$ cat config.mk
export PLATFORM = sky130hd
export DESIGN_NAME = alien_spawner
export DESIGN_NICKNAME = d
export VERILOG_FILES = /design/src/rtl/alien_spawner.sv
export SDC_FILE = /design/constraint.sdc
export NUM_CORES = 1
export LEC_CHECK = 0
export ABC_AREA = 0
export CAP_MARGIN = 20
export CORE_MARGIN = 4
export CORE_UTILIZATION = 44
export DETAILED_ROUTE_END_ITERATION = 8
export DONT_BUFFER_PORTS = 1
export RECOVER_POWER = 50
export SLEW_MARGIN = 20
export SYNTH_ARGS = -nofsm -noshare
export SYNTH_HDL_FRONTEND = slang
export SYNTH_SLANG_ARGS = --single-unit
export TNS_END_PERCENT = 1
$ cat constraint.sdc
create_clock -name Clk -period 2.65 [get_ports Clk]
set_input_delay 0.6625 -clock Clk [delete_from_list [all_inputs] [get_ports Clk]]
set_output_delay 0.6625 -clock Clk [all_outputs]
set_load 0.05 [all_outputs]
$ cat src/rtl/alien_spawner.sv
// Alien spawn pacer: draws one LFSR byte per spawn and offers position/lane over valid/ready.
// Optional interval ramp is compiled in with `define SPAWN_RAMP_EN.
module alien_spawner #(
    parameter int MAX_ALIENS    = 4,
    parameter int BASE_INTERVAL = 60,
    parameter int MIN_INTERVAL  = 16,
    parameter int X_MIN         = 32
) (
    input  logic       Clk,
    input  logic       Reset,
    input  logic       frame_tick,
    input  logic       game_active,
    input  logic [7:0] random,
    output logic       lfsr_en,
    input  logic       alien_killed,
    output logic       spawn_valid,
    input  logic       spawn_ready,
    output logic [9:0] spawn_x,
    output logic [1:0] spawn_lane,
    output logic [2:0] live_count
);

    typedef enum logic [1:0] {
        WAIT    = 2'd0,
        DRAW    = 2'd1,
        CAPTURE = 2'd2,
        OFFER   = 2'd3
    } state_t;

    localparam logic [7:0] BASE_L  = 8'(BASE_INTERVAL);
    localparam logic [7:0] MIN_L   = 8'(MIN_INTERVAL);
    localparam logic [9:0] X_MIN_L = 10'(X_MIN);
    localparam logic [2:0] MAX_L   = 3'(MAX_ALIENS);

`ifdef SPAWN_RAMP_EN
    localparam bit RAMP = 1'b1;
`else
    localparam bit RAMP = 1'b0;
`endif

    state_t     state;
    logic [7:0] count;
    logic [7:0] cur_interval;
    logic       accept;

    assign accept = spawn_valid && spawn_ready;

    // Shrink by 4 frames per spawn, clamped at the floor without wrapping.
    function automatic logic [7:0] ramp_next(input logic [7:0] cur);
        if ({1'b0, cur} >= ({1'b0, MIN_L} + 9'd4))
            return cur - 8'd4;
        return MIN_L;
    endfunction

    always_ff @(posedge Clk or posedge Reset) begin
        if (Reset) begin
            state        <= WAIT;
            count        <= BASE_L;
            cur_interval <= BASE_L;
            lfsr_en      <= 1'b0;
            spawn_valid  <= 1'b0;
            spawn_x      <= 10'd0;
            spawn_lane   <= 2'd0;
            live_count   <= 3'd0;
        end else begin
            case (state)
                WAIT: begin
                    if (frame_tick && game_active) begin
                        if (count != 8'd0) begin
                            count <= count - 8'd1;
                        end else if (live_count < MAX_L) begin
                            state   <= DRAW;
                            lfsr_en <= 1'b1;
                        end
                    end
                end
                DRAW: begin
                    lfsr_en <= 1'b0;
                    state   <= CAPTURE;
                end
                CAPTURE: begin
                    // random has advanced by now; the reload uses the pre-ramp interval.
                    spawn_x     <= X_MIN_L + {1'b0, random, 1'b0};
                    spawn_lane  <= random[5:4];
                    count       <= cur_interval + {4'b0000, random[3:0]};
                    spawn_valid <= 1'b1;
                    state       <= OFFER;
                end
                OFFER: begin
                    if (spawn_ready) begin
                        spawn_valid <= 1'b0;
                        state       <= WAIT;
                        if (RAMP)
                            cur_interval <= ramp_next(cur_interval);
                    end
                end
                default: begin
                    state       <= WAIT;
                    lfsr_en     <= 1'b0;
                    spawn_valid <= 1'b0;
                end
            endcase

            // A kill and an accepted spawn on the same edge cancel out.
            if (accept && !alien_killed)
                live_count <= live_count + 3'd1;
            else if (!accept && alien_killed && (live_count != 3'd0))
                live_count <= live_count - 3'd1;
        end
    end

endmodule

==> run_results.csv, run 1 <==
group,metric,value,unit
run_status,status,"complete, no violations",
worst_setup_path,r2r_end,"count[7]$_DFFE_PP0P_",
power_and_ir_drop,ir_worst_vdd,0.602,mV
global_route,grt_max_degree,35,
synth,synth_area_per_cell,10.3,sq um
hold_path,hold_path_class,"input pin to flip-flop",
sta,period_share,0.794,
global_route,grt_first_pass_wirelength,4630,um
placement,hpwl,1920,um
sta,finalHoldViolCount,0,
sta,setup_viol,0,
clocking,post-cts-setup-buffers,0,
route,num_vias,1053,
worst_setup_path,regToRegStartpoint,"count[3]$_DFFE_PP1P_",
worst_setup_path,crit_path_top_delay_cell,"or4_4",
sta,fin_setup_tns,0,ns
worst_setup_path,end_kind,"flip-flop",
final_layout,fin_util,0.494,
sta,slew_viol_final,0,
hold_path,hold_start,"random[4]",
worst_setup_path,critPathRequiredTime,2.92,ns
die,die_y,65.5,um
synth,ys_types,42,
global_route,track_usage,0.137,
sta,maxSlewHeadroom,0.0824,
clocking,cts_resized,0,
clocking,hold_buffers,0,
sta,tightest_slew,1.38,ns
synth,async_flop_share,1.00,
final_layout,drive_gt1_frac,0.175,
synth,synth_cells,142,
final_layout,nFillCells,314,
clocking,tritoncts.num_buffers,3,
worst_setup_path,reg2regPathDepth,4,
worst_setup_path,worstPathArrival,2.37,ns
final_layout,nets,166,
global_route,grt_antenna_before_repair,0,
worst_setup_path,cp-start-kind,"flip-flop",
power_and_ir_drop,power_density,1390,nW/um^2
clocking,cts_sinks,26,
synth,ys_warn_count,8,
global_route,grt_pass1_vias,1020,
worst_setup_path,r2r_slack,0.55,ns
sta,fmax,475,MHz
placement,port_buffers,0,
clocking,clk_pin_slew,0.14,ns
synth,synth_edf_count,0,
die,dieArea,4290,sq um
synth,synth_nets,164,
final_layout,final_common_cell,"dfrtp_1",
route,dr.first_iter.drc_count,19,
clocking,clock_latency,0.31,ns
route,via_per_inst,5.63,
worst_setup_path,crit_chain,"or4_4, o31ai_4, and2_1, a221o_2",
route,antenna_left,0,
final_layout,area_delta_synth_final,5.24,%
power_and_ir_drop,leakage,0.625,nW
final_layout,diodes,0,
synth,seq_area_frac_synth,0.450,
synth,syn_area,1460,sq um
flow_run,maxCapViolCount,0,
die,rows,20,
global_route,grt-ovfl-total,0,
clocking,cts.path.max_buffers,2,
die,coreArea,3100,sq um
worst_setup_path,startpoint,"count[3]$_DFFE_PP1P_",
clocking,htree_levels,1,
sta,min_period,2.10,ns
clocking,cts_tree,"done",
sta,rsz0062_at_grt,"false",
die,die_width,65.5,um
worst_setup_path,critPathMaxFanout,9,
route,wl,2680,um
sta,finClkSkew,0.00455,ns
route,first_pass_iters,4,
route,drc,0,
synth,ys_ff_latch,26,
worst_setup_path,endpoint,"count[7]$_DFFE_PP0P_",
worst_setup_path,criticalPathCategory,"flip-flop to flip-flop",
die,start_util,0.469,
worst_setup_path,max_stage_delay,0.58,ns
clocking,cts_root_buf,"clkbuf_4",
route,drt-wirelength-per-cell,14.3,um
placement,routabilityCongestion,0.782,
die,ios,31,
synth,ys.flop_type,"dfrtp_1",
final_layout,most-common-layout-cells,"22 x dfrtp_1, 15 x a21oi_1, 12 x inv_1",
-- critical path: cells and delay by family (launching register included) --
family	cells	cell delay (ns)
and+or+nand+nor	2	0.98
AOI/OAI and AO/OA	2	0.66
DFF	1	0.42
-- cell families after synthesis --
logic type      share of synthesized area
buf+inv                            0.0541
xor+xnor                           0.0120
flops                               0.450
compound gates                      0.191
other cells                       0.00257
fa+ha+maj                          0.0739
mux                                0.0636
simple gates                        0.153
-- how the worst min path moves through the flow --
stage                                 to  depth (start not counted)
2_1_floorplan       count[2]$_DFFE_PP1P_                          2
3_3_place_gp        count[2]$_DFFE_PP1P_                          2
3_5_place_dp        count[2]$_DFFE_PP1P_                          2
4_1_cts        spawn_lane[0]$_DFFE_PP0N_                          2
5_1_grt          spawn_valid$_DFFE_PP0P_                          1
6_report          spawn_x[5]$_DFFE_PP0N_                          1
-- synth_stat cells (2+ instances only) --
| library cell | count | area (sq um) |
|---|---|---|
| a22o_1 | 2 | 17.5 |
| and2_1 | 2 | 12.5 |
| dfstp_2 | 4 | 105 |
| a21oi_1 | 15 | 75.1 |
| and3_1 | 2 | 12.5 |
| ha_1 | 7 | 87.6 |
| mux2_2 | 6 | 67.6 |
| o2bb2ai_1 | 2 | 17.5 |
| o21a_1 | 2 | 15.0 |
| nand2_1 | 4 | 15.0 |
| a221o_2 | 4 | 45.0 |
| nor3_1 | 2 | 10.0 |
| dfrtp_1 | 22 | 551 |
| o22ai_1 | 2 | 12.5 |
| inv_1 | 12 | 45.0 |
| o21ai_0 | 4 | 20.0 |
| clkbuf_1 | 4 | 15.0 |
| nor2_1 | 11 | 41.3 |
| nor4_1 | 5 | 31.3 |
| nand2b_1 | 4 | 25.0 |
| nor2b_1 | 5 | 31.3 |
-- metrics by stage --
step | cell area [sq um] | hold WS, ns | cells | power [mW] | setup slack (ns)
2_1_floorplan | 1460 | 0.473 | 142 | 1.79 | 0.512
3_3_place_gp | 1500 | 0.491 | 183 | 1.92 | 0.590
3_5_place_dp | 1500 | 0.493 | 183 | 1.95 | 0.511
4_1_cts | 1540 | 0.263 | 187 | 2.15 | 0.563
5_1_grt | 1530 | 0.383 | 187 | 2.30 | 0.490
6_report | 1530 | 0.414 | 187 | 2.13 | 0.546
-- layout make-up --
class | count | area (sq um) | share of cell area
inverters | 12 | 45.0 | 0.0294
well taps | 44 | 55.1 | 0.0359
multi-input cells | 98 | 722 | 0.471
repair buffers | 3 | 18.8 | 0.0122
flip-flops and latches | 26 | 656 | 0.428
clock buffers | 4 | 36.3 | 0.0237
-- where the power goes --
group          internal [mW]  total [mW]  switching (mW)
Clock                 0.0839       0.199           0.115
Sequential             0.586        1.13           0.540
Combinational          0.377       0.807           0.430
Total                   1.05        2.13            1.09
-- state kept, by name, summed over array words and instances, names as in the netlist --
signal	count
spawn_lane	2
lfsr_en	1
live_count	3
count	8
state	2
spawn_valid	1
spawn_x	9
-- per-layer routing --
metal	track usage	wire, um
met3	0.0359	171
met1	0.185	1270
met2	0.209	1210
met4	0.0544	21
met5	0	0
No activity file was read; power rests on OpenSTA's default activity.
==> run 2, diff against run 1 <==
==> constraint.sdc (replaced) <==
create_clock -name Clk -period 2.1 [get_ports Clk]
set_input_delay 0.525 -clock Clk [delete_from_list [all_inputs] [get_ports Clk]]
set_output_delay 0.525 -clock Clk [all_outputs]
set_load 0.05 [all_outputs]
==> run 2 against run 1 <==
- hold slack got worse by 0.15 ns
- fmax increased by 6.4%
- register-to-register slack got worse by 0.42 ns
- critical endpoint is now state[1]$_DFFE_PP0P_
- largest cell class unchanged
==> run_results.csv, run 2 (synthesis results as in run 1) <==
group,metric,value,unit
clocking,htree_levels,1,
worst_setup_path,criticalPathCategory,"flip-flop to flip-flop",
final_layout,largest_reg_flops,9,
clocking,clk_pin_slew,0.15,ns
sta,finalHoldViolCount,0,
power_and_ir_drop,ir_worst_vdd,0.781,mV
global_route,track_usage,0.145,
final_layout,diodes,0,
sta,min_period,1.98,ns
route,drc,0,
clocking,clock_latency,0.33,ns
placement,routabilityCongestion,0.799,
placement,hpwl,2060,um
global_route,grt_first_pass_wirelength,4940,um
worst_setup_path,critPathMaxFanout,6,
route,via_per_inst,5.52,
placement,port_buffers,0,
die,dieArea,4290,sq um
sta,finClkSkew,0.0149,ns
clocking,post-cts-setup-buffers,0,
worst_setup_path,cp-start-kind,"flip-flop",
route,first_pass_iters,4,
sta,worst_slack,0.124,ns
sta,tightest_slew,1.37,ns
sta,maxSlewHeadroom,0.0873,
sta,period_share,0.941,
final_layout,most-common-layout-cells,"21 x dfrtp_1, 15 x a21oi_1, 12 x inv_1",
clocking,cts.path.max_buffers,2,
clocking,cts_root_buf,"clkbuf_4",
final_layout,area_delta_synth_final,8.08,%
route,num_vias,1060,
sta,rsz0062_at_grt,"false",
global_route,grt_max_degree,35,
route,dr.first_iter.drc_count,41,
power_and_ir_drop,power,2.82,mW
final_layout,drive_gt1_frac,0.189,
worst_setup_path,r2r_slack,0.12,ns
route,drt-wirelength-per-cell,14.3,um
sta,fmax,506,MHz
hold_path,hold_path_class,"input pin to flip-flop",
placement,post-place-ws,0.160,ns
final_layout,nets,171,
global_route,grt_antenna_before_repair,0,
flow_run,maxCapViolCount,0,
die,start_util,0.469,
clocking,hold_buffers,0,
sta,holdWs,0.262,ns
route,wl,2750,um
global_route,grt_pass1_vias,1111,
clocking,tritoncts.num_buffers,3,
final_layout,top_register,"spawn_x",
final_layout,fin_util,0.507,
clocking,cts_resized,0,
final_layout,final_common_cell,"dfrtp_1",
global_route,grt-ovfl-total,0,
sta,slew_viol_final,0,
route,antenna_left,0,
clocking,cts_tree,"done",
die,ios,31,
run_status,status,"complete, no violations",
die,die_y,65.5,um
final_layout,largestRegisters,"spawn_x: 9 flops, count: 8 flops, live_count: 3 flops",
sta,fin_setup_tns,0,ns
worst_setup_path,critPathRequiredTime,2.32,ns
die,rows,20,
worst_setup_path,worstPathArrival,2.20,ns
power_and_ir_drop,leakage,0.643,nW
die,die_width,65.5,um
final_layout,nFillCells,316,
die,coreArea,3100,sq um
sta,setup_viol,0,
power_and_ir_drop,power_density,1790,nW/um^2
worst_setup_path,end_kind,"flip-flop",
clocking,cts_sinks,26,
==> run 2: cell count changes in the layout (fill, tap and decap cells not counted) <==
| cell | previous run | this run |
|---|---|---|
| clkbuf_1 | 1 | 4 |
| buf_4 | 2 | 3 |
| bufinv_16 | 0 | 1 |
| clkbuf_2 | 0 | 1 |
| clkbuf_8 | 1 | 0 |
| dfrtp_1 | 22 | 21 |
| dfrtp_2 | 0 | 1 |
==> run 2: path summary, 6_finish.rpt <==
kind | depth (start not counted) | from | endpoint
setup reg to reg | 4 | count[3]$_DFFE_PP1P_ | state[1]$_DFFE_PP0P_
max in group asynchronous | 2 | Reset | spawn_valid$_DFFE_PP0P_
hold reg to reg | 2 | count[2]$_DFFE_PP1P_ | count[2]$_DFFE_PP1P_
setup / recovery | 4 | count[3]$_DFFE_PP1P_ | state[1]$_DFFE_PP0P_
hold / removal | 1 | random[4] | spawn_x[5]$_DFFE_PP0N_
min in group asynchronous | 2 | Reset | spawn_lane[0]$_DFFE_PP0N_
==> run 2: final cells by class <==
cell class,instances,area [sq um],area share
multi-input cells,98,722,0.459
clock inverters,1,30.0,0.0191
clock buffers,3,22.5,0.0143
well taps,44,55.1,0.0350
repair buffers,8,42.5,0.0270
inverters,12,45.0,0.0286
flip-flops and latches,26,657,0.417
==> run 2: metal layers <==
| metal | up-vias | track usage | part of all wire |
|---|---|---|---|
| met5 | - | 0 | 0 |
| met4 | 0 | 0.0466 | 0.012 |
| met3 | 4 | 0.0393 | 0.076 |
| met2 | 33 | 0.243 | 0.47 |
| met1 | 505 | 0.181 | 0.44 |
| li1 | 518 | - | - |
==> run 2: stage by stage <==
stage / instances / area, sq um
floorplan: 142 / 1460
global placement: 188 / 1540
detailed placement: 188 / 1540
CTS: 192 / 1590
global route: 192 / 1570
finish: 192 / 1570
==> run 2: power breakdown <==
| group | total (mW) | internal, mW | switching [mW] | leakage [nW] |
|---|---|---|---|---|
| Clock | 0.349 | 0.193 | 0.156 | 0.0279 |
| Sequential | 1.29 | 0.744 | 0.544 | 0.294 |
| Combinational | 1.18 | 0.493 | 0.687 | 0.321 |
| Total | 2.82 | 1.43 | 1.39 | 0.643 |
==> run 2: worst max-delay path, stage by stage (launching register included) <==
cell	delay, ns
dfstp_2	0.42
or4_4	0.58
o41ai_2	0.39
o21ai_1	0.17
mux2_4	0.32
